`config.mk`:
```
export PLATFORM = sky130hd
export DESIGN_NAME = ex1_agu_conv_shad
export DESIGN_NICKNAME = d
export VERILOG_FILES = /design/src/rtl/ex1_agu_conv_shad.sv
export SDC_FILE = /design/constraint.sdc
export NUM_CORES = 1
export LEC_CHECK = 0
export BUFFER_PORTS_ARGS = -buffer_cell sky130_fd_sc_hd__buf_4
export CAP_MARGIN = 20
export CORE_MARGIN = 5
export CORE_UTILIZATION = 55
export DETAILED_ROUTE_END_ITERATION = 8
export PLACE_DENSITY = 0.84
export REMOVE_ABC_BUFFERS = 1
export SLEW_MARGIN = 25
export SYNTH_ARGS = -nofsm -noshare
export SYNTH_HDL_FRONTEND = slang
export SYNTH_SLANG_ARGS = --single-unit
export TNS_END_PERCENT = 5
```
`constraint.sdc`:
```
create_clock -name vclk -period 18.46
set_input_delay 3.692 -clock vclk [all_inputs]
set_output_delay 3.692 -clock vclk [all_outputs]
set_load 0.005 [all_outputs]
```
`src/rtl/ex1_agu_conv_shad.sv`:
```
// EX1 address-gen, converter and 32-bit SHAD/SHLD shifter, all combinational.
// Ports: clock/reset (unused), opUIxt/opShadL/regValRs/regValRt/regSrT in; outValAgu/outValCnv/outCnvSrT/outValShad32 out.
module ex1_agu_conv_shad (
  input  logic        clock,
  input  logic        reset,
  input  logic [7:0]  opUIxt,
  input  logic        opShadL,
  input  logic [63:0] regValRs,
  input  logic [63:0] regValRt,
  input  logic        regSrT,
  output logic [31:0] outValAgu,
  output logic [63:0] outValCnv,
  output logic        outCnvSrT,
  output logic [31:0] outValShad32
);

  // AGU: base + scaled index, wraps mod 2^32
  logic [1:0]  aguScale;
  logic [31:0] aguIdx;

  assign aguScale  = opUIxt[5:4];
  assign aguIdx    = regValRt[31:0] << aguScale;
  assign outValAgu = regValRs[31:0] + aguIdx;

  // Converter
  logic [5:0] cnvOp;

  assign cnvOp = opUIxt[5:0];

  always_comb begin
    outValCnv = regValRs;
    outCnvSrT = regSrT;
    unique case (cnvOp)
      6'h01: outValCnv = {{56{regValRs[7]}}, regValRs[7:0]};
      6'h02: outValCnv = {56'b0, regValRs[7:0]};
      6'h03: outValCnv = {{48{regValRs[15]}}, regValRs[15:0]};
      6'h04: outValCnv = {48'b0, regValRs[15:0]};
      6'h05: outValCnv = {{32{regValRs[31]}}, regValRs[31:0]};
      6'h06: outValCnv = {32'b0, regValRs[31:0]};
      6'h07: outValCnv = ~regValRs;
      6'h08: outValCnv = 64'd0 - regValRs;
      6'h09: outValCnv = {63'b0, regSrT};
      6'h0A: outValCnv = {63'b0, ~regSrT};
      6'h0C: begin
        outValCnv = {regValRs[62:0], regSrT};
        outCnvSrT = regValRs[63];
      end
      6'h0D: begin
        outValCnv = {regSrT, regValRs[63:1]};
        outCnvSrT = regValRs[0];
      end
      default: outValCnv = regValRs;
    endcase
  end

  // Shifter: Rt[7:0] is a signed count, sign picks direction
  logic [7:0]  shN;
  logic [31:0] shSrc;
  logic        shFill;
  logic [4:0]  negMag;
  logic [63:0] shrExt;
  logic        isZero;
  logic        posSmall;
  logic        posBig;
  logic        negSmall;
  logic        negBig;

  assign shN    = regValRt[7:0];
  assign shSrc  = regValRs[31:0];
  assign shFill = ~opShadL & shSrc[31];
  assign negMag = 5'd0 - shN[4:0];
  assign shrExt = {{32{shFill}}, shSrc} >> negMag;

  // Five disjoint count ranges; -32 (0xE0) falls in negBig
  assign isZero   = (shN == 8'd0);
  assign posSmall = ~shN[7] & (shN[6:5] == 2'b00) & (|shN[4:0]);
  assign posBig   = ~shN[7] & (|shN[6:5]);
  assign negSmall = shN[7] & (&shN[6:5]) & (|shN[4:0]);
  assign negBig   = shN[7] & ~negSmall;

  always_comb begin
    outValShad32 = shSrc;
    unique case (1'b1)
      isZero:   outValShad32 = shSrc;
      posSmall: outValShad32 = shSrc << shN[4:0];
      posBig:   outValShad32 = 32'd0;
      negSmall: outValShad32 = shrExt[31:0];
      negBig:   outValShad32 = {32{shFill}};
      default:  outValShad32 = shSrc;
    endcase
  end

  // No state: clock/reset exist only for interface uniformity
  logic unusedSig;

  assign unusedSig = ^{clock, reset, opUIxt[7:6],
                       regValRt[63:32], shrExt[63:32]};

endmodule

```
==> qor.csv, run 1 <==
metric,value,unit
status,"finished, final reports clean",
synth_compound_area_frac,0.3555,
io_pins,269,
postLayoutCellArea,11350,sq um
grt_use_total,0.3707,
via_per_inst,7.343,
cp.arrival,7.71,ns
holdBufCountCts,0,
power.leakage,4.622,nW
drt-pass1-iter-count,6,
ir_drop,0.03787,mV
path_delay_family,compound AO/OA/AOI/OAI gates,
holdCritPathClass,primary input to output pin,
synth_fa_ha_area_frac,0.04549,
cts_setup_buffers,0,
antenna_left,0,
setup_viol_count_final,0,
avgRoutedWirePerCell,23.39,um
ys_seq_area_frac,0,
synth_cells,1426,
hpwl,29350,um
coreArea,17360,sq um
synth.area.top_cells,"mux4_2, mux2i_1, a21oi_1",
synth-simple-area-share,0.2188,
die_h,143.4,um
ys_warn_count,0,
tns,0,ns
maxSlewViolCount,0,
overflow,0,
via_count,12790,
rows,48,
startpoint_type,primary input,
die_x,143.4,um
gp_congestion,1.036,
fillCellCount,1644,
drive_above_1_share,0.2393,
end_kind,output pin,
crit_slowest_cell,a2111oi_0,
cap_violations,0,
grt_pass1_wl,62510,um
antenna_found_initial,0,
power.share.switching,0.5514,
portBuffers,233,
grt_pass1_vias,11490,
layout_commonest_cell,buf_4,
slowest_delay,0.77,ns
layout_min_cycle_time,11.40,ns
diodes,0,
seqPwrFrac,0,
placed_cell_area,11350,sq um
share_comb_of_total_power,1.000,
max_freq,0.08772,GHz
drc_errors,0,
power.internal,0.1791,mW
grt_start_max_net_pins,64,
tightestPinTransition,1.044,ns
worst-path-buf-inv,3,
postSynthAreaPerCell,6.867,sq um
clkbuf_count,0,
dieArea,20570,sq um
multiInputGateArea,9169,sq um
start_util,0.5642,
critPathMaxFanout,63,
flops_and_latches,0,
cts_resized,0,
netlist_area,9792,sq um
finalWirelength,40750,um
yosys.area_share.xor_xnor,0.02952,
synth_top_area_share,0.1334,
critical_path_class,primary input to output pin,
regArea,0,sq um
fin_crit_sh,0.6175,
pwr-share-clk,0,
max_slew_margin,0.3040,
synth_mux_area_frac,0.2838,
layout.nets,1694,
worstPathRequired,14.77,ns
drt_iter0_markers,1734,
area_growth,15.95,%
final-hold-violation-count,0,
final_cell_mix,"buf_4, nand2_1, a21oi_1",
crit_path_cell_trace,buf_4 > buf_4 > mux2i_1 > a21oi_1 > ha_1 > o211ai_1 > o21ai_0 > o211ai_1 > a2111oi_0 > o211ai_1 > mux2i_1 > a2111oi_0 > buf_4,
rsz0062_at_grt,no,
synth_top_family_by_area,compound AO/OA/AOI/OAI gates,
switching_power,0.2201,mW
power.density,35.17,nW/um^2
yosysUniqueCellTypes,71,
yosysTopAreaCell,mux4_2,
[cell families after synthesis]
kind of cell | count (synthesis)
xor gates and xnor gates | 33
AOI/OAI and AO/OA | 535
muxes | 202
adders and majority gates | 35
and+or+nand+nor | 450
buffers and inverters | 171
[Yosys cell counts (24+ instances only)]
cell and instances:
a21oi_1 134, a31oi_1 30, clkbuf_1 128, ha_1 34
mux2_2 25, mux2i_1 119, mux4_2 58, nand2_1 150
nand3_1 28, nor2_1 123, nor3_1 33, o211ai_1 34
o21ai_0 120, o221ai_1 40, o22a_1 24, o22ai_1 26
[final cells by class]
cell class         instances  share of cell area
well taps                225             0.02480
repair buffers           245              0.1620
inverters                 17            0.005620
multi-input cells       1255              0.8076
[power groups by stage]
stage               registers [mW]  clock network (mW)  logic [mW]
floorplan                        0                   0       0.213
global placement                 0                   0       0.383
detailed placement               0                   0       0.389
CTS                              0                   0       0.391
global route                     0                   0       0.427
finish                           0                   0       0.399
[worst paths after layout]
| kind | slack, ns | depth (start not counted) | from | end |
|---|---|---|---|---|
| hold / removal | 7.71 | 3 | regValRs[49] | outValCnv[49] |
| setup / recovery | 7.06 | 13 | regValRt[0] | outValAgu[31] |
[stage by stage]
step	power, mW	util	hold slack, ns	instances	worst slack, ns
floorplan	0.2130	-	7.467	1272	7.935
global placement	0.3828	0.6537	7.696	1742	7.241
detailed placement	0.3889	0.6541	7.707	1742	7.132
CTS	0.3908	0.6541	7.709	1742	7.123
global route	0.4274	0.6541	7.722	1742	6.676
finish	0.3992	0.6541	7.711	1742	7.060
[metal layers]
metal	routed length, um	GRT usage	part of all wire	up-vias
li1	-	-	-	5723
met1	16170	0.5377	0.40	5983
met2	17750	0.5658	0.44	950
met3	5034	0.04925	0.12	135
met4	1781	0.1278	0.044	0
met5	0	0	0	-
Note: power is estimated with default switching activity, not from simulation.
==> run 2, diff against run 1 <==
Settings changed: CORE_UTILIZATION 55 to 51, PLACE_DENSITY 0.84 to 0.82.
Clock period 18.46 ns to 9.3 ns, I/O delays scaled along.
==> run 2 against run 1 <==
Wire length barely moved. Global-route usage fell by 3.0 points. Combinational power grew 99%. Final area is 0.56% higher. Non-clock buffer count is 2 lower. Critical path depth fell by 2. Sequential share of layout area stayed put. Worst setup slack worse by 5.4 ns. Highest routed layer unchanged.
==> qor.csv, run 2 (synthesized netlist as in run 1, its figures left out) <==
metric,value,unit
status,"finished, final reports clean",
coreArea,18830,sq um
max_slew_margin,0.2661,
whs,4.040,ns
startpoint_type,primary input,
critical_path_class,primary input to output pin,
holdBufCountCts,0,
rows,50,
end_kind,output pin,
avgRoutedWirePerCell,22.96,um
layout_commonest_cell,buf_4,
hold_end,outCnvSrT,
rsz0062_at_grt,no,
regArea,0,sq um
fin_crit_sh,0.8163,
pwr-share-clk,0,
worstHoldPathCells,4,
diodes,0,
share_comb_of_total_power,1.000,
die_h,148.6,um
clkbuf_count,0,
switching_power,0.4373,mW
grt_use_total,0.3406,
drive_above_1_share,0.2383,
cts_resized,0,
maxSlewViolCount,0,
cts_setup_buffers,0,
final_cell_mix,"buf_4, nand2_1, a21oi_1",
power.internal,0.3570,mW
setup_viol_count_final,0,
layout_min_cycle_time,7.592,ns
start_util,0.5200,
io_pins,269,
hpwl,29140,um
cap_violations,0,
grt_pass1_vias,11370,
dieArea,22070,sq um
worstPathRequired,7.44,ns
max_freq,0.1317,GHz
power.leakage,4.619,nW
via_per_inst,7.230,
total_power,0.7943,mW
antenna_found_initial,0,
grt_start_max_net_pins,62,
seqPwrFrac,0,
flops_and_latches,0,
final-hold-violation-count,0,
dp_slack,1.775,ns
gp_congestion,1.057,
overflow,0,
tightestPinTransition,1.101,ns
setup_ws,1.708,ns
drt-pass1-iter-count,6,
grt_pass1_wl,62250,um
power.density,69.57,nW/um^2
critPathMaxFanout,36,
area_growth,16.60,%
die_x,148.6,um
holdCritPathClass,primary input to output pin,
power.share.switching,0.5505,
cp.arrival,5.73,ns
min_from,regSrT,
ir_drop,0.06063,mV
antenna_left,0,
via_count,12830,
fin_util,0.6063,
drc_errors,0,
drt_iter0_markers,1760,
layout.nets,1692,
portBuffers,233,
tns,0,ns
finalWirelength,40760,um
==> run 2: cell type report <==
type | count | area (sq um)
fill | 1797 | 7413
tap | 260 | 325.3
inverter | 17 | 63.81
timing repair buffer | 243 | 1837
multi-input combinational | 1255 | 9191
==> run 2: metrics by stage <==
step / cells / instance area (sq um)
after global routing: 1775 / 11420
after detailed placement: 1775 / 11400
after global placement: 1775 / 11390
after CTS: 1775 / 11400
final: 1775 / 11420
after floorplan: 1272 / 9200
==> run 2: layer usage <==
| metal | GRT usage | vias to the layer above | part of all wire |
|---|---|---|---|
| met2 | 0.5147 | 979 | 0.44 |
| met3 | 0.03870 | 151 | 0.12 |
| met4 | 0.1238 | 0 | 0.048 |
| met1 | 0.4983 | 5985 | 0.40 |
| met5 | 0 | - | 0 |
| li1 | - | 5718 | - |
==> run 2: power groups by stage <==
stage | Sequential, mW | Combinational, mW | Clock [mW]
2_1_floorplan | 0 | 0.423 | 0
3_3_place_gp | 0 | 0.761 | 0
3_5_place_dp | 0 | 0.773 | 0
4_1_cts | 0 | 0.777 | 0
5_1_grt | 0 | 0.851 | 0
6_report | 0 | 0.794 | 0
==> run 2: how the worst max path moves through the flow <==
stage | slack (ns) | end | depth (start not counted) | startpoint
3_5_place_dp | 1.78 | outValAgu[31] | 11 | opUIxt[4]
2_1_floorplan | 2.44 | outValShad32[15] | 9 | regValRt[0]
5_1_grt | 1.22 | outValAgu[31] | 11 | opUIxt[4]
4_1_cts | 1.75 | outValAgu[31] | 11 | opUIxt[4]
6_report | 1.71 | outValAgu[31] | 11 | opUIxt[4]
3_3_place_gp | 1.77 | outValAgu[31] | 11 | opUIxt[4]
==> run 2: worst max-delay path: stages <==
cell,delay (ns)
buf_4,0.46
mux4_2,0.57
ha_1,0.37
a21oi_1,0.28
nor2_1,0.07
a2111oi_0,0.72
o21ai_0,0.29
o211ai_1,0.36
mux2i_1,0.12
a2111oi_0,0.41
buf_4,0.19
